**config.mk**
```make
export PLATFORM = sky130hd
export DESIGN_NAME = alu_seq_flat
export DESIGN_NICKNAME = d
export VERILOG_FILES = /design/src/rtl/alu_pkg.sv /design/src/rtl/alu_seq_if.sv /design/src/rtl/alu_mul_iter.sv /design/src/rtl/alu_seq.sv /design/src/flat_wrapper.sv
export SDC_FILE = /design/constraint.sdc
export NUM_CORES = 1
export LEC_CHECK = 0
export ABC_CLOCK_PERIOD_IN_PS = 4100
export BUFFER_PORTS_ARGS = -buffer_cell sky130_fd_sc_hd__buf_4
export CAP_MARGIN = 30
export CORE_MARGIN = 1.5
export CORE_UTILIZATION = 30
export DETAILED_ROUTE_END_ITERATION = 8
export PLACE_DENSITY = 0.58
export SETUP_SLACK_MARGIN = 0.15
export SLEW_MARGIN = 0
export SYNTH_ARGS = -nofsm -noshare
export SYNTH_HDL_FRONTEND = slang
export SYNTH_SLANG_ARGS = --single-unit
```
**constraint.sdc**
```tcl
create_clock -name clk -period 4.1 [get_ports clk]
set_input_delay 1.025 -clock clk [delete_from_list [all_inputs] [get_ports clk]]
set_output_delay 1.025 -clock clk [all_outputs]
set_load 0.05 [all_outputs]
```
**src/rtl/alu_pkg.sv**
```systemverilog
// Shared opcodes, opcode width and handshake FSM state encodings for the ALU slice.
// Latency: n/a (declarations only).
// Backpressure: n/a.
package alu_pkg;

  localparam int OP_WIDTH = 4;

  localparam logic [OP_WIDTH-1:0] ALU_ADD  = 4'd0;
  localparam logic [OP_WIDTH-1:0] ALU_SUB  = 4'd1;
  localparam logic [OP_WIDTH-1:0] ALU_NOT  = 4'd2;
  localparam logic [OP_WIDTH-1:0] ALU_AND  = 4'd3;
  localparam logic [OP_WIDTH-1:0] ALU_OR   = 4'd4;
  localparam logic [OP_WIDTH-1:0] ALU_XOR  = 4'd5;
  localparam logic [OP_WIDTH-1:0] ALU_SLTU = 4'd6;
  localparam logic [OP_WIDTH-1:0] ALU_EQ   = 4'd7;
  localparam logic [OP_WIDTH-1:0] ALU_SLT  = 4'd8;
  localparam logic [OP_WIDTH-1:0] ALU_SLL  = 4'd9;
  localparam logic [OP_WIDTH-1:0] ALU_SRL  = 4'd10;
  localparam logic [OP_WIDTH-1:0] ALU_SRA  = 4'd11;
  localparam logic [OP_WIDTH-1:0] ALU_MUL  = 4'd12;

  typedef enum logic [1:0] {
    ST_IDLE = 2'd0,
    ST_BUSY = 2'd1,
    ST_HOLD = 2'd2
  } state_t;

endpackage

```
**src/rtl/alu_seq_if.sv**
```systemverilog
// Operand/result handshake bundle between the operand source and the ALU.
// Latency: n/a (wires only).
// Backpressure: in_valid/in_ready on the operand side, out_valid/out_ready on the result side.
interface alu_seq_if
  import alu_pkg::*;
#(
  parameter int DATA_WIDTH = 4
);

  logic                  in_valid;
  logic                  in_ready;
  logic [DATA_WIDTH-1:0] Ai;
  logic [DATA_WIDTH-1:0] Bi;
  logic [OP_WIDTH-1:0]   op;
  logic                  out_valid;
  logic                  out_ready;
  logic [DATA_WIDTH-1:0] Result;
  logic                  Overflow;
  logic                  Cout;
  logic                  Zero;
  logic                  Illegal;

  modport master (
    output in_valid, Ai, Bi, op, out_ready,
    input  in_ready, out_valid, Result, Overflow, Cout, Zero, Illegal
  );

  modport slave (
    input  in_valid, Ai, Bi, op, out_ready,
    output in_ready, out_valid, Result, Overflow, Cout, Zero, Illegal
  );

endinterface

```
**src/rtl/alu_mul_iter.sv**
```systemverilog
// Iterative shift-add multiplier keeping the low DATA_WIDTH bits of the product.
// Latency: i_start edge, then DATA_WIDTH step edges; o_done is high in the cycle after the last step.
// Backpressure: none; the caller must not pulse i_start while a multiply is running.
module alu_mul_iter #(
  parameter int DATA_WIDTH = 4
) (
  input  logic                  clk,
  input  logic                  rst_n,
  input  logic                  i_start,
  input  logic [DATA_WIDTH-1:0] i_a,
  input  logic [DATA_WIDTH-1:0] i_b,
  output logic                  o_done,
  output logic [DATA_WIDTH-1:0] o_product
);

  localparam int CW = $clog2(DATA_WIDTH + 1);

  logic [DATA_WIDTH-1:0] r_a;
  logic [DATA_WIDTH-1:0] r_b;
  logic [DATA_WIDTH-1:0] r_acc;
  logic [CW-1:0]         r_cnt;
  logic                  r_run;

  // Load operands on start, then one add-and-shift step per clock until the counter expires.
  always_ff @(posedge clk or negedge rst_n) begin
    if (!rst_n) begin
      r_a   <= '0;
      r_b   <= '0;
      r_acc <= '0;
      r_cnt <= '0;
      r_run <= 1'b0;
    end else if (i_start) begin
      r_a   <= i_a;
      r_b   <= i_b;
      r_acc <= '0;
      r_cnt <= CW'(DATA_WIDTH);
      r_run <= 1'b1;
    end else if (r_run) begin
      if (r_cnt != '0) begin
        if (r_b[0]) r_acc <= r_acc + r_a;
        r_a   <= r_a << 1;
        r_b   <= r_b >> 1;
        r_cnt <= r_cnt - CW'(1);
      end else begin
        // Product has been handed over this cycle.
        r_run <= 1'b0;
      end
    end
  end

  assign o_done    = r_run & (r_cnt == '0);
  assign o_product = r_acc;

endmodule

```
**src/rtl/alu_seq.sv**
```systemverilog
// Registered ALU with valid/ready handshake; optional iterative MUL when ALU_MUL_EN is defined.
// Latency: 1 clk for single-cycle ops, DATA_WIDTH+1 clk for MUL; one op in flight.
// Backpressure: result held stable while out_valid & !out_ready; in_ready low in BUSY or stalled HOLD.
module alu_seq
  import alu_pkg::*;
#(
  parameter int DATA_WIDTH = 4
) (
  input logic       clk,
  input logic       rst_n,
  alu_seq_if.slave  bus
);

  localparam int                  M    = DATA_WIDTH - 1;
  localparam logic [DATA_WIDTH:0] LP_W = (DATA_WIDTH + 1)'(DATA_WIDTH);

  state_t                r_state;
  state_t                w_state_nxt;
  logic                  w_in_ready;
  logic                  w_accept;
  logic                  w_is_mul;
  logic                  w_mul_start;
  logic                  w_mul_done;
  logic [DATA_WIDTH-1:0] w_mul_prod;

  logic [DATA_WIDTH-1:0] w_a;
  logic [DATA_WIDTH-1:0] w_b;
  logic [DATA_WIDTH:0]   w_sum;
  logic                  w_big;
  logic [DATA_WIDTH-1:0] w_res;
  logic                  w_ovf;
  logic                  w_cout;
  logic                  w_ill;

  logic [DATA_WIDTH-1:0] r_result;
  logic                  r_ovf;
  logic                  r_cout;
  logic                  r_zero;
  logic                  r_ill;

  assign w_a         = bus.Ai;
  assign w_b         = bus.Bi;
  assign w_in_ready  = (r_state == ST_IDLE) | ((r_state == ST_HOLD) & bus.out_ready);
  assign w_accept    = bus.in_valid & w_in_ready;
  assign w_mul_start = w_accept & w_is_mul;

`ifdef ALU_MUL_EN
  assign w_is_mul = (bus.op == ALU_MUL);

  alu_mul_iter #(
    .DATA_WIDTH (DATA_WIDTH)
  ) u_mul (
    .clk       (clk),
    .rst_n     (rst_n),
    .i_start   (w_mul_start),
    .i_a       (w_a),
    .i_b       (w_b),
    .o_done    (w_mul_done),
    .o_product (w_mul_prod)
  );
`else
  // Without the multiplier, op 12 takes the reserved-op path and BUSY is never entered.
  assign w_is_mul   = 1'b0;
  assign w_mul_done = 1'b0;
  assign w_mul_prod = '0;
`endif

  // Handshake state register.
  always_ff @(posedge clk or negedge rst_n) begin
    if (!rst_n) r_state <= ST_IDLE;
    else        r_state <= w_state_nxt;
  end

  // Next state: accept from IDLE or a draining HOLD, leave BUSY when the multiplier finishes.
  always_comb begin
    w_state_nxt = r_state;
    case (r_state)
      ST_IDLE: if (w_accept) w_state_nxt = w_is_mul ? ST_BUSY : ST_HOLD;
      ST_BUSY: if (w_mul_done) w_state_nxt = ST_HOLD;
      ST_HOLD: begin
        if (w_accept)           w_state_nxt = w_is_mul ? ST_BUSY : ST_HOLD;
        else if (bus.out_ready) w_state_nxt = ST_IDLE;
      end
      default: w_state_nxt = ST_IDLE;
    endcase
  end

  // Single-cycle op mux; MUL and reserved codes fall to the Illegal default here.
  always_comb begin
    w_sum  = '0;
    w_res  = '0;
    w_ovf  = 1'b0;
    w_cout = 1'b0;
    w_ill  = 1'b0;
    w_big  = ({1'b0, w_b} >= LP_W);
    case (bus.op)
      ALU_ADD: begin
        w_sum  = {1'b0, w_a} + {1'b0, w_b};
        w_res  = w_sum[M:0];
        w_cout = w_sum[DATA_WIDTH];
        w_ovf  = (w_a[M] == w_b[M]) & (w_sum[M] != w_a[M]);
      end
      ALU_SUB: begin
        w_sum  = {1'b0, w_a} + {1'b0, ~w_b} + (DATA_WIDTH + 1)'(1);
        w_res  = w_sum[M:0];
        w_cout = w_sum[DATA_WIDTH];
        w_ovf  = (w_a[M] != w_b[M]) & (w_sum[M] != w_a[M]);
      end
      ALU_NOT:  w_res = ~w_a;
      ALU_AND:  w_res = w_a & w_b;
      ALU_OR:   w_res = w_a | w_b;
      ALU_XOR:  w_res = w_a ^ w_b;
      ALU_SLTU: w_res = {{M{1'b0}}, (w_a < w_b)};
      ALU_EQ:   w_res = {{M{1'b0}}, (w_a == w_b)};
      ALU_SLT:  w_res = {{M{1'b0}}, ($signed(w_a) < $signed(w_b))};
      ALU_SLL:  w_res = w_big ? '0 : (w_a << w_b);
      ALU_SRL:  w_res = w_big ? '0 : (w_a >> w_b);
      ALU_SRA:  w_res = w_big ? {DATA_WIDTH{w_a[M]}} : $unsigned($signed(w_a) >>> w_b);
      default:  w_ill = 1'b1;
    endcase
  end

  // Result/flag registers: load at accept of a single-cycle op or when the multiplier finishes.
  always_ff @(posedge clk or negedge rst_n) begin
    if (!rst_n) begin
      r_result <= '0;
      r_ovf    <= 1'b0;
      r_cout   <= 1'b0;
      r_zero   <= 1'b0;
      r_ill    <= 1'b0;
    end else if (w_accept & ~w_is_mul) begin
      r_result <= w_res;
      r_ovf    <= w_ovf;
      r_cout   <= w_cout;
      r_zero   <= (w_res == '0);
      r_ill    <= w_ill;
    end else if ((r_state == ST_BUSY) & w_mul_done) begin
      r_result <= w_mul_prod;
      r_ovf    <= 1'b0;
      r_cout   <= 1'b0;
      r_zero   <= (w_mul_prod == '0);
      r_ill    <= 1'b0;
    end
  end

  assign bus.in_ready  = w_in_ready;
  assign bus.out_valid = (r_state == ST_HOLD);
  assign bus.Result    = r_result;
  assign bus.Overflow  = r_ovf;
  assign bus.Cout      = r_cout;
  assign bus.Zero      = r_zero;
  assign bus.Illegal   = r_ill;

endmodule
```
**src/flat_wrapper.sv**
```systemverilog
// flat-port wrapper written by rule: the top's interface ports become plain ports
module alu_seq_flat import alu_pkg::*;
#(
  parameter int DATA_WIDTH = 4
)
  (clk, rst_n, bus_in_valid, bus_Ai, bus_Bi, bus_op, bus_out_ready, bus_in_ready, bus_out_valid, bus_Result, bus_Overflow, bus_Cout, bus_Zero, bus_Illegal);
  alu_seq_if #(.DATA_WIDTH(DATA_WIDTH)) bus_i ();
  input logic clk;
  input logic rst_n;
  input wire logic [$bits(bus_i.in_valid)-1:0] bus_in_valid;
  input wire logic [$bits(bus_i.Ai)-1:0] bus_Ai;
  input wire logic [$bits(bus_i.Bi)-1:0] bus_Bi;
  input wire logic [$bits(bus_i.op)-1:0] bus_op;
  input wire logic [$bits(bus_i.out_ready)-1:0] bus_out_ready;
  output wire logic [$bits(bus_i.in_ready)-1:0] bus_in_ready;
  output wire logic [$bits(bus_i.out_valid)-1:0] bus_out_valid;
  output wire logic [$bits(bus_i.Result)-1:0] bus_Result;
  output wire logic [$bits(bus_i.Overflow)-1:0] bus_Overflow;
  output wire logic [$bits(bus_i.Cout)-1:0] bus_Cout;
  output wire logic [$bits(bus_i.Zero)-1:0] bus_Zero;
  output wire logic [$bits(bus_i.Illegal)-1:0] bus_Illegal;
  assign bus_i.in_valid = bus_in_valid;
  assign bus_i.Ai = bus_Ai;
  assign bus_i.Bi = bus_Bi;
  assign bus_i.op = bus_op;
  assign bus_i.out_ready = bus_out_ready;
  assign bus_in_ready = bus_i.in_ready;
  assign bus_out_valid = bus_i.out_valid;
  assign bus_Result = bus_i.Result;
  assign bus_Overflow = bus_i.Overflow;
  assign bus_Cout = bus_i.Cout;
  assign bus_Zero = bus_i.Zero;
  assign bus_Illegal = bus_i.Illegal;
  alu_seq #(.DATA_WIDTH(DATA_WIDTH)) u_core (.clk(clk), .rst_n(rst_n), .bus(bus_i));
endmodule
```
[Yosys cells after proc, flatten, opt, wreduce, memory -nomap -nowiden]
Cells that the tools add are included.
Storage, ports and cells
  register bits: 10
  word-level logic and storage cells: 62
  input port bits: 16
Operators by class
  reduce and logical (&&, ||, !) cells: 5
  bitwise logic cells: 11
  order comparisons: 3
  add/subtract/negate cells: 3
  eq/ne operators: 20
  multiplexer cells: 11
  shifts and indexed selects: 3
Operators by type and width (count)
  4-bit one-hot mux with 12 select lines: 1
  4-bit by 3-bit equality test with 1-bit output (second input constant): 4
  4-bit equality test (second input constant): 4
  4-bit 2-to-1 mux: 3
  12-bit OR reduction: 1
  4-bit by 4-bit adder with 5-bit output: 2
  4-bit by 2-bit equality test with 1-bit output (second input constant): 2
  4-bit zero test: 2
  4-bit < comparator: 2
  4-bit inverter: 2
  2-bit 2-to-1 mux: 3
  2-bit one-hot mux with 3 select lines: 1
  5-bit by 1-bit adder with 5-bit output (second input constant): 1
  1-bit AND: 4
  4-bit AND: 1
  4-bit by 1-bit equality test with 1-bit output (second input constant): 1
  4-bit equality test: 1
  4-bit by 3-bit >= comparator with 1-bit output (second input constant): 1
  4-bit bitwise OR: 1
  1-bit one-hot mux with 2 select lines: 2
  4-bit by 4-bit left shift with 4-bit output: 1
  4-bit by 4-bit right shift with 4-bit output: 1
  4-bit by 4-bit >>> shifter with 4-bit output: 1
  4-bit bitwise XOR: 1
  11 further kinds: 13

[Longest topological paths before layout]
Gate-level depths: netlist (run 1).
  depth after elaboration: 6
  mapped depth: 10

[Least setup slack after synthesis (run 1)]
No wires, ideal clock.
  path kind: input port to flip-flop
  from: input port bus_Ai[3]
  to: register u_core.r_zero (netlist: u_core.bus.Zero)
  arrival time: 2626 ps
  stages: 10
  required time: 3978 ps
  setup time: 122 ps
  path slack: 1353 ps
  cells stage by stage: buf_2 > inv_1 > ha_1 > clkbuf_8 > nor2_1 > nand2_1 > a2111oi_1 > a311oi_1 > and4_4 > a32o_1
Between the ends
  cells in the longest elaborated chain, start to end: 4
  elaborated cells on any way between the ends: 18
  classes of those cells: add/sub (3); order compare (2); eq/ne (1); shift (3); mux (4); bitwise (4); reduce/logical (1)
Ends and longest elaborated chain
  from (decl): RTL line flat_wrapper.sv:11  | input wire logic [$bits(bus_i.Ai)-1:0] bus_Ai;
  4-bit by 4-bit adder with 5-bit output (tied with other cells): RTL line alu_seq.sv:104  | w_sum = {1'b0, w_a} + {1'b0, ~w_b} + (DATA_WIDTH + 1)'(1);
  5-bit by 1-bit adder with 5-bit output (tied with other cells): RTL line alu_seq.sv:104
  4-bit one-hot mux with 12 select lines (*): RTL line alu_seq.sv:96  | case (bus.op)
  4-bit zero test (*): RTL line alu_seq.sv:135  | r_zero <= (w_res == '0);
  to (signal assigned): RTL line alu_seq.sv:135
  to (signal assigned): RTL line alu_seq.sv:141  | r_zero <= (w_mul_prod == '0);
  to (decl): RTL line alu_seq.sv:38  | logic r_zero;
Mark *: on every way between the ends. The rest lies on a longest branch, timed or not.
A chain may end at the register's enable or synchronous reset.

[Worst setup path after layout (run 1)]
  from: input port bus_Bi[0]
  to: register u_core.r_zero (netlist: u_core.bus.Zero)
Between the ends
  cells in the longest elaborated chain, start to end: 5
  elaborated cells on any way between the ends: 19
  classes of those cells: add/sub (3); order compare (3); eq/ne (1); shift (3); mux (4); bitwise (4); reduce/logical (1)
Ends and longest elaborated chain
  from (decl): RTL line flat_wrapper.sv:12  | input wire logic [$bits(bus_i.Bi)-1:0] bus_Bi;
  4-bit inverter: RTL line alu_seq.sv:104
  4-bit by 4-bit adder with 5-bit output: RTL line alu_seq.sv:104
  5-bit by 1-bit adder with 5-bit output: RTL line alu_seq.sv:104
  4-bit one-hot mux with 12 select lines (*): RTL line alu_seq.sv:96
  4-bit zero test (*): RTL line alu_seq.sv:135
Marked as above.

==> qor.txt, run 1 <==
status: finished, final reports clean
Die Ht: 71.5 microns
Post-DRT Antenna Nets: 0
Leakage: 0.000680 uW
post-route clock period utilization: 0.711
vias in the first global route: 1,213
ranking of synthesized cells by area: dfrtp_1 16%, ha_1 11%, o21ai_0 5.0%, clkbuf_8 4.9%, nand2_1 4.0%
fill count: 501
FF-to-FF Start: u_core.r_state[1]
Via density: 5.41
Pre-Repair DR Iteration Count: 6
critical path arrival: 3.08 ns
Layout Cells excl Fill: 242
largest buffer count on any clock path: 2
most common cell after layout, fill and taps aside: buf_4
die area: 5110 sq um
Tmin final: 2.92 ns
antenna violations before repair: 0
Yosys top cell by area: dfrtp_1
worst slew pin tran: 0.760 ns
Clock Tree Root: clkbuf_8
Rows: 24
Ys Warns: 0
startpoint types: input pin
fraction of registers with async set/reset: 1.00
sequential area share after synthesis: 0.160
setup violators final: 0
later-pin clock latency in the skew report: 0.23 ns
synth unique cells: 53
largest net degree at the start of global routing: 28
Worst Hold Path EP: u_core.bus.Result[3]
share of cells above drive strength 1: 0.211
Fin Setup TNS: 0 ns
drt drc: 0
max-slew violations: 0
commonest non-fill, non-tap cells in the layout: 25 x buf_4, 15 x nand2_1, 14 x inv_1, 14 x o21ai_0, 12 x ha_1
placed cell count: 238
n_diodes: 0
Initial DRC Count: 67
Layout Skew: 0.000595 ns
CTS buffer count: 3
Mapped Area: 1410 sq um
Clock Sink Count: 9
Initial Util: 0.316
io pins: 26
Routed WL: 3590 microns
setup bufs post-CTS: 0
Highest Clock Rate: 343 MHz
Setup crit end kind: register
Worst EP required: 4.26 ns
Mapped Cells: 172
gr ovfl total: 0
CTS tree: done
number of synthesized register bits: 9
Syn Nets: 202
core area: 4440 sq um
area delta synth->final: 12.7%
worst hold start: u_core.bus.Result[3]
critical path class: in2reg
min-delay worst type: reg2reg
die width: 71.5 microns
Hold Fails Final Rpt: 0
top cell type's share of synthesized area: 0.160
number of cells on the worst hold path: 2
flop-to-flop setup slack: 2.37 ns
Peak supply drop: 0.117 mV
worst slew margin relative to its limit: 0.480
Syn Area/Cell: 8.18 sq um
GP Congestion: 0.883
hold_buf cts: 0
Crit Path Max Fanout: 13
number of flops mapped to enable cells by yosys: 0
RSZ-0062 raised after global routing: false
Net count, final: 221
pwr/cell area: 253 nW/um^2
worst reg2reg endpoint: u_core.bus.Zero
H-Tree Depth: 1
CTS clock-pin slew for the worst setup and hold paths: 0.04 ns
Tot GR Track Use: 0.148
via count: 1,309
Port Buffers: 25
first-pass GRT wire length: 6060 microns
Avg WL per Cell: 14.8 microns
dominant synthesized flop cell: dfrtp_1
DP Wirelength: 2840 microns
Reg2Reg Depth: 6
max-cap violations: 0
# resized after CTS: 0
[worst max-delay path by stage]
stage / end / slack (ns) / start
5_1_grt: u_core.bus.Zero / 0.99 / bus_Ai[0]
3_5_place_dp: u_core.bus.Zero / 0.98 / bus_Bi[0]
4_1_cts: u_core.bus.Zero / 1.20 / bus_Bi[0]
2_1_floorplan: u_core.bus.Zero / 1.35 / bus_Ai[3]
3_3_place_gp: u_core.bus.Zero / 1.02 / bus_Bi[0]
6_report: u_core.bus.Zero / 1.18 / bus_Bi[0]
[synthesized netlist by cell type, drive strengths merged, types with 2 or more instances]
| cell type | instances |
|---|---|
| a32o | 2 |
| o21ai | 14 |
| inv | 14 |
| nor2 | 12 |
| fa | 2 |
| a2111oi | 3 |
| nor3 | 2 |
| ha | 12 |
| nand4b | 2 |
| nand4 | 3 |
| clkbuf | 6 |
| or3 | 3 |
| nor3b | 3 |
| and3 | 2 |
| a211oi | 6 |
| nand2b | 9 |
| o22ai | 3 |
| mux2i | 5 |
| a22oi | 2 |
| a21oi | 8 |
| nand2 | 15 |
| xnor2 | 3 |
| a31oi | 5 |
| nor2b | 3 |
| o21bai | 2 |
| dfrtp | 9 |
| nand3b | 2 |
| buf | 5 |
[cell type report]
cell class / instances / area [sq um] / share of cell area
Multi-Input combinational cell: 138 / 1010 / 0.637
Timing Repair Buffer: 25 / 188 / 0.118
Inverter: 14 / 52.6 / 0.0331
Clock buffer: 4 / 45.0 / 0.0284
Sequential cell: 9 / 225 / 0.142
Tap cell: 52 / 65.1 / 0.0410
[sequential cells by signal, indices dropped and copies added, names as in the netlist]
| register | count |
|---|---|
| u_core.bus.Cout | 1 |
| u_core.bus.Illegal | 1 |
| u_core.bus.Overflow | 1 |
| u_core.r_state | 1 |
| u_core.bus.Result | 4 |
| u_core.bus.Zero | 1 |
[stage by stage]
stage          total power, uW  utilization  area [sq um]  setup slack [ns]  hold slack, ns
2_1_floorplan              250            -          1410              1.35           0.729
3_3_place_gp               303        0.347          1540              1.02           0.467
3_5_place_dp               302        0.347          1540             0.985           0.471
4_1_cts                    404        0.357          1590              1.20           0.481
5_1_grt                    428        0.357          1590             0.993           0.501
6_report                   401        0.357          1590              1.18           0.474
[power breakdown]
part,leakage [uW],total (uW),switching [uW],internal [uW]
Combinational,0.000543,195,125,69.7
Sequential,0.000114,106,5.65,101
Clock,0.0000228,99.5,32.0,67.5
Total,0.000680,401,163,238
[per-layer routing]
layer,part of all wire,GRT usage,up-vias
met5,0,0,-
met4,0,0.0252,0
met3,0.041,0.0253,0
met2,0.46,0.227,36
met1,0.50,0.219,607
li1,-,-,666
[cells by family after synthesis]
family,after synthesis,share of synthesized area
buffers and inverters,25,0.122
and+or+nand+nor,61,0.258
AOI/OAI and AO/OA,54,0.262
muxes,6,0.0436
xor gates and xnor gates,3,0.0187
adders and majority gates,14,0.135
DFF,9,0.160
[worst max-delay path: stages]
cell and delay [ns]:
buf_4 0.17, ha_1 0.23, fa_1 0.41, nor2b_1 0.16, xnor2_1 0.12, o21ai_0 0.19
o22ai_1 0.14, a2111oi_1 0.41, a32o_1 0.21
Power figures use the tool's default switching activity.
==> run 2: changes to the inputs <==
--- a/config.mk
+++ b/config.mk
@@ -5,13 +5,13 @@
 export SDC_FILE = /design/constraint.sdc
 export NUM_CORES = 1
 export LEC_CHECK = 0
-export ABC_CLOCK_PERIOD_IN_PS = 4100
+export ABC_CLOCK_PERIOD_IN_PS = 2600
 export BUFFER_PORTS_ARGS = -buffer_cell sky130_fd_sc_hd__buf_4
 export CAP_MARGIN = 30
 export CORE_MARGIN = 1.5
 export CORE_UTILIZATION = 30
 export DETAILED_ROUTE_END_ITERATION = 8
-export PLACE_DENSITY = 0.58
+export PLACE_DENSITY = 0.6
 export SETUP_SLACK_MARGIN = 0.15
 export SLEW_MARGIN = 0
 export SYNTH_ARGS = -nofsm -noshare
==> constraint.sdc (replaced) <==
create_clock -name clk -period 2.6 [get_ports clk]
set_input_delay 0.65 -clock clk [delete_from_list [all_inputs] [get_ports clk]]
set_output_delay 0.65 -clock clk [all_outputs]
set_load 0.05 [all_outputs]
==> run 2 against run 1 <==
The flow now finishes with violations (design-rule violations). Die area unchanged. Count of clock-buffer cells in the layout unchanged. Critical path depth unchanged. Critical path type unchanged. Highest routed layer is now met4.
==> qor.txt, run 2 (same netlist as run 1, synthesis figures left out) <==
Logic pwr share: 0.498
GP Congestion: 0.868
CTS tree: done
Place WS: -0.0453 ns
critical path arrival: 2.49 ns
Rows: 24
H-Tree Depth: 1
Port Buffers: 25
Initial Util: 0.316
WHS: 0.232 ns
Hold Fails Final Rpt: 0
RSZ-0062 raised after global routing: false
largest buffer count on any clock path: 2
Setup crit end kind: register
FF-to-FF Start: u_core.r_state[1]
Avg WL per Cell: 14.1 microns
max-cap violations: 0
Largest register FFs: 4
Layout Skew: 0.00278 ns
io pins: 26
Pre-Repair DR Iteration Count: 8
post-route clock period utilization: 0.892
overall power: 656 uW
Tot GR Track Use: 0.145
Crit Path Max Fanout: 4
status: complete, but fails checks
commonest non-fill, non-tap cells in the layout: 38 x buf_4, 15 x nand2_1, 14 x inv_1, 14 x o21ai_0, 12 x ha_1
gr ovfl total: 0
max-slew violations: 0
later-pin clock latency in the skew report: 0.23 ns
area delta synth->final: 20.2%
Initial DRC Count: 63
CTS buffer count: 3
Clock Sink Count: 9
worst reg2reg endpoint: u_core.bus.Zero
DP Wirelength: 2890 microns
post-route core utilization: 0.380
fin area: 1690 sq um
NetSw: 265 uW
Routed WL: 3610 microns
Leakage: 0.000743 uW
vias in the first global route: 1,257
drt drc: 1
Post-DRT Antenna Nets: 0
Net count, final: 234
Peak supply drop: 0.179 mV
Critical Path End: u_core.bus.Zero
fill count: 483
Highest Clock Rate: 431 MHz
Via density: 5.36
worst setup path startpoint: bus_Bi[0]
n_diodes: 0
share of cells above drive strength 1: 0.271
failing checks: design-rule violations
largest net degree at the start of global routing: 28
startpoint types: input pin
final setup margin: 0.280 ns
hold_buf cts: 0
Clock Power Share: 0.245
pwr/cell area: 388 nW/um^2
worst slew margin relative to its limit: 0.726
via count: 1,368
Clock Tree Root: clkbuf_8
setup bufs post-CTS: 0
Seq pwr share: 0.257
flop-to-flop setup slack: 1.15 ns
Reg2Reg Depth: 6
first-pass GRT wire length: 5960 microns
die area: 5110 sq um
P_int: 391 uW
placed instance area: 1640 sq um
Worst EP required: 2.77 ns
most common cell after layout, fill and taps aside: buf_4
CTS clock-pin slew for the worst setup and hold paths: 0.04 ns
setup violators final: 0
core area: 4440 sq um
min-delay worst type: in2async
sw frac: 0.404
critical path class: in2reg
die width: 71.5 microns
Tmin final: 2.32 ns
antenna violations before repair: 0
worst slew pin tran: 0.401 ns
Die Ht: 71.5 microns
-- run 2: cell types whose count changed in the layout (fill, tap and decap cells not counted) --
cell       previous run  this run
fa_2                  0         1
buf_4                25        38
a2111oi_1             2         1
fa_1                  2         1
a2111oi_2             0         1
-- run 2: area by class of cell --
| class | count | area (sq um) | share of cell area |
|---|---|---|---|
| clock buffers | 4 | 45.0 | 0.0266 |
| inverters | 14 | 52.6 | 0.0311 |
| multi-input cells | 138 | 1020 | 0.602 |
| flip-flops and latches | 9 | 225 | 0.133 |
| well taps | 52 | 65.1 | 0.0385 |
| repair buffers | 38 | 285 | 0.169 |
-- run 2: repair_timing --
| item | CTS | global route |
|---|---|---|
| endpoints found under the setup margin | 0 | 1 |
| hold endpoints to repair | 0 | 0 |
| gates resized for setup | 0 | 2 |
-- run 2: power by group through the flow --
stage                     Combinational, uW  Sequential (uW)  Clock (uW)
after detailed placement                323              171           0
after floorplan                         159              235           0
final                                   327              169         161
after global placement                  324              171           0
after CTS                               324              169         167
after global routing                    353              171         177
-- run 2: worst max-delay path: stages --
cell and delay (ns):
buf_4 0.13, ha_1 0.22, fa_2 0.36, nor2b_1 0.15
xnor2_1 0.12, o21ai_0 0.15, o22ai_1 0.14, a2111oi_2 0.37
a32o_1 0.20
-- run 2: worst min-delay path by stage --
stage / from / depth (start not counted) / to / slack, ns
finish: rst_n / 1 / u_core.bus.Result[2] / 0.23
global placement: u_core.bus.Overflow / 1 / u_core.bus.Overflow / 0.47
global route: rst_n / 1 / u_core.bus.Result[2] / 0.23
detailed placement: u_core.bus.Illegal / 2 / u_core.bus.Illegal / 0.47
floorplan: rst_n / 0 / u_core.bus.Cout / 0.35
CTS: rst_n / 1 / u_core.bus.Result[0] / 0.23
-- run 2: routing by layer --
metal  vias up  GRT usage  routed length (microns)
met1       642      0.213                     1750
met2        32      0.224                     1700
li1        690          -                        -
met4         0     0.0335                       31
met3         4     0.0225                      121
met5         -          0                        0
-- run 2: per-stage QoR --
stage	TNS, ns	std cells
after floorplan	0	172
after global placement	-0.0473	251
after detailed placement	-0.0453	251
after CTS	0	255
after global routing	0	255
final	0	255
==> run 3: changes to the inputs <==
--- a/config.mk
+++ b/config.mk
@@ -9,9 +9,9 @@
 export BUFFER_PORTS_ARGS = -buffer_cell sky130_fd_sc_hd__buf_4
 export CAP_MARGIN = 30
 export CORE_MARGIN = 1.5
-export CORE_UTILIZATION = 30
+export CORE_UTILIZATION = 51
 export DETAILED_ROUTE_END_ITERATION = 8
-export PLACE_DENSITY = 0.6
+export PLACE_DENSITY = 0.87
 export SETUP_SLACK_MARGIN = 0.15
 export SLEW_MARGIN = 0
 export SYNTH_ARGS = -nofsm -noshare
==> run 3 against run 2 <==
The run now ends clean. Clock power fell by 34%. Flip-flop and latch count did not move. First-iteration DRC count rose by 32%. Final cell count fell by 9.0%. Setup slack got worse by 0.046 ns. Routed wire length rose by 9.4%. Largest cell class unchanged.
==> qor.txt, run 3 (same netlist as run 1, synthesis figures left out) <==
Largest register FFs: 4
setup violators final: 0
vias in the first global route: 1,317
Avg WL per Cell: 17.0 microns
share of cells above drive strength 1: 0.272
commonest non-fill, non-tap cells in the layout: 37 x buf_4, 15 x nand2_1, 14 x inv_1
RSZ-0062 raised after global routing: false
Tmin final: 2.37 ns
H-Tree Depth: 1
post-route clock period utilization: 0.910
Die Ht: 55.5 microns
first-pass GRT wire length: 6250 microns
worst slew pin tran: 0.463 ns
Initial DRC Count: 83
Crit Path Max Fanout: 11
Layout Skew: 0.00270 ns
CTS buffer count: 3
DP Wirelength: 3020 microns
WHS: 0.199 ns
status: finished, final reports clean
Leakage: 0.000737 uW
Worst EP required: 2.75 ns
most common cell after layout, fill and taps aside: buf_4
later-pin clock latency in the skew report: 0.26 ns
min-delay worst type: in2async
area delta synth->final: 18.0%
Routed WL: 3950 microns
largest net degree at the start of global routing: 28
Net count, final: 233
critical path class: in2reg
Clock Sink Count: 9
Initial Util: 0.553
flop-to-flop setup slack: 1.10 ns
CTS clock-pin slew for the worst setup and hold paths: 0.06 ns
Port Buffers: 25
startpoint types: input pin
max-slew violations: 0
GP Congestion: 0.971
Rows: 18
gr ovfl total: 0
Hold Fails Final Rpt: 0
Place WS: -0.100 ns
Post-DRT Antenna Nets: 0
largest buffer count on any clock path: 2
Pre-Repair DR Iteration Count: 4
Reg2Reg Depth: 6
Clock Tree Root: clkbuf_4
Via density: 6.23
placed cell count: 228
max-cap violations: 0
Highest Clock Rate: 423 MHz
final setup margin: 0.234 ns
Peak supply drop: 0.547 mV
antenna violations before repair: 0
worst slew margin relative to its limit: 0.684
drt drc: 0
Setup crit end kind: register
via count: 1,445
Layout Cells excl Fill: 232
hold_buf cts: 0
Tot GR Track Use: 0.248
critical path arrival: 2.51 ns
io pins: 26
pwr/cell area: 369 nW/um^2
FF-to-FF Start: u_core.r_state[1]
core area: 2540 sq um
worst reg2reg endpoint: u_core.bus.Zero
die width: 55.5 microns
CTS tree: done
n_diodes: 0
die area: 3080 sq um
[run 3: worst max-delay path, stage by stage]
cell	delay, ns
buf_4	0.10
buf_4	0.18
inv_1	0.09
ha_1	0.31
nor4_1	0.34
nand4_1	0.14
a21oi_1	0.21
a31oi_1	0.07
and4_4	0.21
a32o_1	0.21
[run 3: final cells by class]
class / instances / area (sq um)
flip-flops and latches: 9 / 225
fillers: 212 / 886
inverters: 14 / 52.6
well taps: 30 / 37.5
repair buffers: 37 / 278
multi-input cells: 138 / 1040
clock buffers: 4 / 26.3
[run 3: repair_timing]
action,in CTS,in global routing
setup endpoints to repair,1,1
gates resized for setup,1,4
pin swaps,0,2
setup buffers,0,0
[run 3: per-stage QoR]
stage	util	setup TNS, ns	instance area [sq um]	power (uW)
after detailed placement	0.630	-0.100	1600	495
after global routing	0.652	0	1660	646
after floorplan	-	0	1410	394
final	0.652	0	1660	612
after CTS	0.642	0	1630	602
after global placement	0.630	0	1600	486
[run 3: metal layers]
| metal | track usage | up-vias | part of all wire |
|---|---|---|---|
| met5 | 0 | - | 0 |
| met4 | 0.0383 | 0 | 0.014 |
| met3 | 0.0328 | 12 | 0.083 |
| met2 | 0.425 | 84 | 0.48 |
| met1 | 0.337 | 664 | 0.43 |
| li1 | - | 685 | - |
[run 3: power by group]
group / total [uW] / switching [uW] / internal, uW
logic: 338 / 212 / 126
clock network: 106 / 46.8 / 59.0
registers: 168 / 9.86 / 158
total: 612 / 269 / 343
[run 3: worst max-delay path by stage]
stage	startpoint	endpoint	slack [ns]	depth (start not counted)
2_1_floorplan	bus_Ai[3]	u_core.bus.Zero	0.23	10
3_3_place_gp	bus_Ai[0]	u_core.bus.Zero	0.005	10
3_5_place_dp	bus_Ai[0]	u_core.bus.Zero	-0.10	10
4_1_cts	bus_Ai[0]	u_core.bus.Zero	0.19	10
5_1_grt	bus_Bi[0]	u_core.bus.Zero	0.13	9
6_report	bus_Bi[0]	u_core.bus.Zero	0.23	10
